$ cat config.mk
export PLATFORM = sky130hd
export DESIGN_NAME = d_branch_cmp
export DESIGN_NICKNAME = d
export VERILOG_FILES = /design/src/rtl/d_branch_cmp.sv
export SDC_FILE = /design/constraint.sdc
export NUM_CORES = 1
export LEC_CHECK = 0
export ABC_CLOCK_PERIOD_IN_PS = 2950
export CAP_MARGIN = 20
export CORE_MARGIN = 1
export CORE_UTILIZATION = 41
export CTS_CLUSTER_DIAMETER = 40
export DETAILED_ROUTE_END_ITERATION = 10
export PLACE_DENSITY = 0.89
export SYNTH_ARGS = -nofsm -noshare
export SYNTH_HDL_FRONTEND = slang
export SYNTH_SLANG_ARGS = --single-unit
export TNS_END_PERCENT = 30
$ cat constraint.sdc
create_clock -name clk -period 2.95 [get_ports clk]
set_clock_uncertainty 0.2 [all_clocks]
set_input_delay 0.295 -clock clk [delete_from_list [all_inputs] [get_ports clk]]
set_output_delay 0.295 -clock clk [all_outputs]
set_load 0.1 [all_outputs]
$ cat src/rtl/d_branch_cmp.sv
// ============================================================================
// d_branch_cmp -- branch condition evaluator with operand-wait FSM and stats.
// Rev 1.0
// ============================================================================
`default_nettype none

module d_branch_cmp #(
  parameter int WIDTH = 32,
  parameter int CNT_W = 16
) (
  input  logic             clk,
  input  logic             reset_n,
  input  logic             req_valid,
  output logic             req_ready,
  input  logic [2:0]       op,
  input  logic [WIDTH-1:0] a,
  input  logic [WIDTH-1:0] b,
  input  logic             a_rdy,
  input  logic             b_rdy,
  input  logic             flush,
  output logic             stall,
  output logic             res_valid,
  output logic             taken,
  output logic             equal,
  output logic             op_err,
  output logic [CNT_W-1:0] cnt_total,
  output logic [CNT_W-1:0] cnt_taken
);

  typedef enum logic [0:0] {
    IDLE = 1'b0,
    WAIT = 1'b1
  } state_t;

  localparam logic [CNT_W-1:0] CNT_ONE = CNT_W'(1);

  state_t           state_q, state_d;
  logic [2:0]       op_q, op_d;
  logic             res_valid_q, res_valid_d;
  logic             taken_q, taken_d;
  logic             equal_q, equal_d;
  logic             op_err_q, op_err_d;
  logic [CNT_W-1:0] cnt_total_q, cnt_total_d;
  logic [CNT_W-1:0] cnt_taken_q, cnt_taken_d;

  logic [2:0]       w_eff_op;
  logic             w_legal;
  logic             w_ops_ready;
  logic             w_cond;
  logic             w_eval;
  logic             w_a_neg;
  logic             w_a_zero;

  always_comb begin
    // A new request is evaluated with its live op; a waiting one uses the latched op.
    w_eff_op    = (state_q == IDLE) ? op : op_q;
    w_legal     = (w_eff_op <= 3'd5);
    w_ops_ready = !w_legal || (a_rdy && ((w_eff_op >= 3'd2) || b_rdy));
    w_a_neg     = a[WIDTH-1];
    w_a_zero    = (a == '0);

    case (w_eff_op)
      3'd0:    w_cond = (a == b);
      3'd1:    w_cond = (a != b);
      3'd2:    w_cond = w_a_neg || w_a_zero;
      3'd3:    w_cond = !w_a_neg && !w_a_zero;
      3'd4:    w_cond = w_a_neg;
      3'd5:    w_cond = !w_a_neg;
      default: w_cond = 1'b0;
    endcase

    state_d     = state_q;
    op_d        = op_q;
    w_eval      = 1'b0;

    if (flush) begin
      state_d = IDLE;
    end else if (state_q == IDLE) begin
      if (req_valid) begin
        op_d = op;
        if (w_ops_ready) w_eval = 1'b1;
        else             state_d = WAIT;
      end
    end else if (w_ops_ready) begin
      w_eval  = 1'b1;
      state_d = IDLE;
    end

    res_valid_d = w_eval;
    taken_d     = taken_q;
    equal_d     = equal_q;
    op_err_d    = op_err_q;
    cnt_total_d = cnt_total_q;
    cnt_taken_d = cnt_taken_q;

    if (w_eval) begin
      taken_d  = w_cond;
      equal_d  = (a == b);
      op_err_d = !w_legal;
      if (cnt_total_q != '1) cnt_total_d = cnt_total_q + CNT_ONE;
      if (w_cond && (cnt_taken_q != '1)) cnt_taken_d = cnt_taken_q + CNT_ONE;
    end
  end

  always_ff @(posedge clk or negedge reset_n) begin
    if (!reset_n) begin
      state_q     <= IDLE;
      op_q        <= 3'd0;
      res_valid_q <= 1'b0;
      taken_q     <= 1'b0;
      equal_q     <= 1'b0;
      op_err_q    <= 1'b0;
      cnt_total_q <= '0;
      cnt_taken_q <= '0;
    end else begin
      state_q     <= state_d;
      op_q        <= op_d;
      res_valid_q <= res_valid_d;
      taken_q     <= taken_d;
      equal_q     <= equal_d;
      op_err_q    <= op_err_d;
      cnt_total_q <= cnt_total_d;
      cnt_taken_q <= cnt_taken_d;
    end
  end

  assign req_ready = (state_q == IDLE);
  assign stall     = (state_q == WAIT);
  assign res_valid = res_valid_q;
  assign taken     = taken_q;
  assign equal     = equal_q;
  assign op_err    = op_err_q;
  assign cnt_total = cnt_total_q;
  assign cnt_taken = cnt_taken_q;

endmodule

`default_nettype wire
==> flow_summary.ini, run 1 <==
[yosys]
synth-seq-area-share_pct = 42.3
synthCells = 233
synthTopCellsByArea = dfrtp_1, xor2_1, xnor2_1
synthArstFlopShare_pct = 100
netlist.area_leader.share_pct = 42.3
yosysTopAreaCell = dfrtp_1
yosysUniqueCellTypes = 41
synth_flop_cell = dfrtp_1
synth_edf_count = 0
synth_top_cells_by_count = dfrtp_1, xor2_1, xnor2_1, nor4_1
ys_ff_latch = 40
synth.most_common_cell = dfrtp_1
syn-cell-area_um2 = 2370
yosysWarnings = 0
synth.net_count = 308
avgSynthCellArea_um2 = 10.2

[power_and_ir_drop]
total_power_mw = 2.02
power_density_nw_per_um2 = 551
peakVddDrop_mv = 0.685
p_leak_nw = 1.59

[grt]
grt_max_degree = 41
grt_usage_pct = 21.9
grt_pass1_wl_mm = 10.4
antenna_found_initial = 0
grt_pass1_vias = 2188
grt-ovfl-total = 0

[timing]
timing.final.hold_violations = 0
period_needed_ns = 2.76
fin_ws_ns = 0.194
final.setup.tns_ns = 0
clock.fmax_ghz = 0.363
tightest_slew_ns = 0.866
rsz0062_at_grt = false
slew_viol_final = 0
min_period_over_period_pct = 93.4
relSlewSlack_pct = 42.2
setup_viol = 0
whs_ns = 0.281

[drt]
drt_iter0_markers = 147
wire_per_inst_um = 14.8
vias = 2216
ant_nets = 0
viasPerCell = 5.09
drt_wl_total_mm = 6.46
drtPass1Iterations = 4
route.detailed.drc = 0

[floorplan]
design.core.area_um2 = 5540
die_w_um = 78.0
die_area_um2 = 6080
floorplan.initialDensity_pct = 42.7
rows = 27
die_height_um = 78.0
ioPinCount = 111

[clock_network]
cts_tree = yes
clk_latency_ns = 0.29
cts_root_buf = clkbuf_8
cts_resized = 0
cts_sinks = 40
htree_levels = 2
cts_buffers = 5
hold_buffers = 1
post_cts.repair.setup_buffers = 0
clock_path_buffers = 2
clk_pin_slew_ns = 0.08

[worst_setup_path]
critPathKind = primary input to flop
cp_max_fo = 15
worstSetupEndpointType = flop
worstPathArrival_ns = 2.73
startpoint = flush
start_kind = primary input
r2r_start = stall$_DFF_PN0_
required_ns = 2.92

[placed_design]
place.port_buffers = 110
place_ws_ns = -0.119
hpwl_mm = 5.16
globalplace.congestion = 0.826
dpl-instance-area_um2 = 3560

[layout]
nets = 437
syn2layout_area_growth_pct = 54.8
fillers = 468
n_antenna_cell = 0
fin_area_um2 = 3660
drive_above_1_share_pct = 19.8

[worst_hold_path]
worstHoldStart = taken$_DFFE_PN0P_
holdCritPathClass = flop to flop

[job]
maxCapViolations = 0

[run_status]
outcome = complete, no violations
## where the power goes
| part | switching [mW] | internal (mW) | leakage [nW] |
|---|---|---|---|
| clock | 0.187 | 0.191 | 0.0455 |
| combinational | 0.647 | 0.273 | 1.02 |
| sequential | 0.0978 | 0.621 | 0.524 |
## critical path, stage by stage
cell             delay [ns]
clkdlybuf4s50_1        0.43
o21bai_4               0.19
or2_0                  0.23
or4b_4                 0.54
nor4b_4                0.27
a31oi_2                0.09
a31oi_4                0.21
buf_12                 0.16
mux2_1                 0.31
## cells in the final DEF, fill, tap and decap left out, types with 6 or more instances in the layout
master | Yosys | layout
clkdlybuf4s50_1 | 0 | 71
buf_4 | 0 | 50
dfrtp_1 | 40 | 39
xor2_1 | 38 | 38
xnor2_1 | 23 | 23
nor4_1 | 20 | 20
nand3_1 | 17 | 17
nand2_1 | 17 | 17
nor2_1 | 13 | 13
nand4_1 | 11 | 11
inv_1 | 8 | 7
clkbuf_8 | 0 | 6
## final cells by class
type                    instances  area [um^2]  area share [%]
flip-flops and latches         40         1000            27.4
multi-input cells             182         1320            36.0
repair buffers                124         1120            30.6
clock buffers                   8         90.1            2.46
inverters                       9         37.5            1.02
well taps                      72         90.1            2.46
## worst paths after layout
| kind | end | slack [ns] | cells after the start |
|---|---|---|---|
| worst max-delay path | cnt_taken[1]$_DFFE_PN0P_ | 0.19 | 9 |
| worst min-delay path | taken$_DFFE_PN0P_ | 0.28 | 2 |
| worst max register to register | cnt_taken[1]$_DFFE_PN0P_ | 0.20 | 8 |
| worst min register to register | taken$_DFFE_PN0P_ | 0.28 | 2 |
| max in group asynchronous | stall$_DFF_PN0_ | 1.44 | 2 |
| min in group asynchronous | cnt_taken[10]$_DFFE_PN0P_ | 0.45 | 2 |
## metrics by stage
| stage | util [%] | instances |
|---|---|---|
| 5_1_grt | 66.1 | 435 |
| 2_1_floorplan | - | 233 |
| 3_5_place_dp | 64.3 | 426 |
| 3_3_place_gp | 64.3 | 426 |
| 4_1_cts | 66.1 | 435 |
| 6_report | 66.1 | 435 |
## metal layers
metal  vias to the layer above  track usage [%]  part of all wire, %  routed length, um
li1                       1083                -                    -                  -
met1                      1051             28.4                   41               2680
met2                        70             36.4                   52               3340
met3                        12             3.76                  4.6                298
met4                         0             8.33                  2.1                138
met5                         -                0                    0                  0
## flip-flops by register name, summed over array words and instances, names as in the netlist
name	flops
cnt_taken	16
cnt_total	16
equal	1
op_err	1
op_q	3
res_valid	1
stall	1
taken	1
## cell families (layout without fill, tap and decap cells)
logic type / Yosys count / count (layout) / synth area share (%)
simple gates: 97 / 97 / 22.7
xor+xnor: 61 / 61 / 22.6
compound gates: 16 / 16 / 6.03
flops: 40 / 40 / 42.3
buf+inv: 11 / 141 / 2.38
mux: 6 / 6 / 2.91
fa+ha+maj: 2 / 2 / 1.06
No activity file was read; power rests on OpenSTA's default activity.
==> run 2, diff against run 1 <==
Settings changed: ABC_AREA from default to 1, CAP_MARGIN 20 to default, CORE_UTILIZATION 41 to 44, PLACE_DENSITY 0.89 to 0.9.
==> flow_summary.ini, run 2 <==
[yosys]
yosysTopAreaCell = dfrtp_1
synth_edf_count = 0
yosysUniqueCellTypes = 27
synthCells = 393
synthTopCellsByArea = dfrtp_1, nand2_1, xnor2_1
synthArstFlopShare_pct = 100
syn-cell-area_um2 = 2820
synth.net_count = 468
synth.most_common_cell = nand2_1
synth_flop_cell = dfrtp_1
netlist.area_leader.share_pct = 35.5
ys_ff_latch = 40
synth-seq-area-share_pct = 35.5
avgSynthCellArea_um2 = 7.17
synth_top_cells_by_count = nand2_1, nor2_1, dfrtp_1, inv_1, xnor2_1
yosysWarnings = 0

[timing]
setup_viol = 0
period_needed_ns = 2.55
slew_viol_final = 0
timing.final.hold_violations = 0
min_period_over_period_pct = 86.5
relSlewSlack_pct = 42.8
rsz0062_at_grt = false
clock.fmax_ghz = 0.392
tightest_slew_ns = 0.858
final.setup.tns_ns = 0

[worst_setup_path]
reg2reg_slack_ns = 0.40
cp_max_fo = 17
r2r_start = cnt_taken[0]$_DFFE_PN0P_
critical_path.max_stage_delay_ns = 0.45
required_ns = 2.98
reg2regPathDepth = 9
start_kind = flop
worstSetupEndpointType = flop
critPathKind = flop to flop
cp_top_family = simple AND/OR/NAND/NOR gates
worstPathCellList = ha_1 > nand3_1 > inv_1 > nand3_1 > nor2_1 > nand4_2 > nand3_4 > nand2_1 > nand2_1
worstPathArrival_ns = 2.58
crit_slowest_cell = dfrtp_1
worst_r2r_endpoint = cnt_taken[4]$_DFFE_PN0P_
critPathBufInv = 1

[clock_network]
htree_levels = 2
clk_pin_slew_ns = 0.08
cts_resized = 0
cts_sinks = 40
post_cts.repair.setup_buffers = 0
cts_buffers = 5
cts_tree = yes
clk_latency_ns = 0.29
cts_root_buf = clkbuf_8
hold_buffers = 1
clock_path_buffers = 2

[worst_hold_path]
holdCritPathClass = flop to flop
worst_hold_path.endpoint = op_err$_DFFE_PN0P_
holdPathStages = 2
worstHoldStart = op_err$_DFFE_PN0P_

[floorplan]
floorplan.initialDensity_pct = 46.5
design.core.area_um2 = 6060
die_area_um2 = 6730
die_w_um = 82.0
rows = 28
ioPinCount = 111
die_height_um = 82.0

[job]
maxCapViolations = 0

[power_and_ir_drop]
peakVddDrop_mv = 1.07
combPwrFrac_pct = 49.3
sequentialPowerShare_pct = 33.5
p_sw_share_pct = 48.9
p_switching_mw = 1.05
p_leak_nw = 1.86
p_int_mw = 1.10
power_density_nw_per_um2 = 541
total_power_mw = 2.16
clkPwrFrac_pct = 17.2

[drt]
drtPass1Iterations = 4
viasPerCell = 4.97
route.detailed.drc = 0
vias = 2891
wire_per_inst_um = 13.1
ant_nets = 0
drt_wl_total_mm = 7.62
drt_iter0_markers = 159

[layout]
n_antenna_cell = 0
final_cell_mix = nand2_1, clkdlybuf4s50_1, nor2_1, dfrtp_1, buf_4
layout_commonest_cell = nand2_1
nets = 581
syn2layout_area_growth_pct = 41.6
drive_above_1_share_pct = 12.2

[grt]
grt_usage_pct = 23.6
grt-ovfl-total = 0
grt_pass1_vias = 2799
antenna_found_initial = 0
grt_pass1_wl_mm = 12.2
grt_max_degree = 41

[run_status]
outcome = complete, no violations

[placed_design]
globalplace.congestion = 0.858
place.port_buffers = 110
hpwl_mm = 6.11
-- run 2: worst register-to-register path: stages, from the launching register on --
cell     delay [ns]
dfrtp_1        0.45
ha_1           0.22
nand3_1        0.13
inv_1          0.12
nand3_1        0.15
nor2_1         0.23
nand4_2        0.44
nand3_4        0.39
nand2_1        0.09
nand2_1        0.08
-- run 2: worst max-delay path by stage --
stage,from,to,slack [ns],cells after the start
global placement,a[31],cnt_taken[3]$_DFFE_PN0P_,0.47,15
finish,cnt_taken[0]$_DFFE_PN0P_,cnt_taken[4]$_DFFE_PN0P_,0.40,9
CTS,cnt_taken[0]$_DFFE_PN0P_,cnt_taken[4]$_DFFE_PN0P_,0.42,9
floorplan,cnt_taken[0]$_DFFE_PN0P_,cnt_taken[11]$_DFFE_PN0P_,0.12,10
global route,cnt_taken[0]$_DFFE_PN0P_,cnt_taken[14]$_DFFE_PN0P_,0.24,9
detailed placement,op[1],cnt_total[14]$_DFFE_PN0P_,0.41,12
-- run 2: final cells by class --
cell class	count	area, um^2
fill	542	2070
multi-input combinational	307	1640
timing repair buffer	112	1020
sequential	40	1000
inverter	40	150
tap	75	93.8
clock buffer	8	90.1
-- run 2: metal layers --
metal	vias to the layer above	share of wire, %	track usage, %
met1	1333	43	27.5
met5	-	0	0
met2	73	52	44.4
li1	1475	-	-
met4	0	1.1	5.96
met3	10	4.4	3.89
-- run 2: power groups by stage --
| stage | registers [mW] | clock network (mW) | logic (mW) |
|---|---|---|---|
| 2_1_floorplan | 1.23 | 0 | 0.250 |
| 3_3_place_gp | 0.726 | 0 | 1.04 |
| 3_5_place_dp | 0.729 | 0 | 1.07 |
| 4_1_cts | 0.721 | 0.377 | 1.07 |
| 5_1_grt | 0.734 | 0.406 | 1.12 |
| 6_report | 0.722 | 0.372 | 1.06 |
-- run 2: per-stage QoR --
stage	setup WS, ns	area, um^2	utilization (%)	cells	hold slack (ns)
floorplan	0.116	2820	-	393	-0.201
global placement	0.470	3890	64.2	573	0.253
detailed placement	0.409	3890	64.2	573	0.257
CTS	0.419	3990	65.8	582	0.292
global route	0.238	3990	65.8	582	0.313
finish	0.398	3990	65.8	582	0.285
-- run 2: kinds of logic after synthesis --
kind of cell	after synthesis	share of synthesized area [%]
flops	40	35.5
xor+xnor	53	16.5
compound gates	17	3.51
fa+ha+maj	2	0.888
buf+inv	46	6.39
simple gates	235	37.2
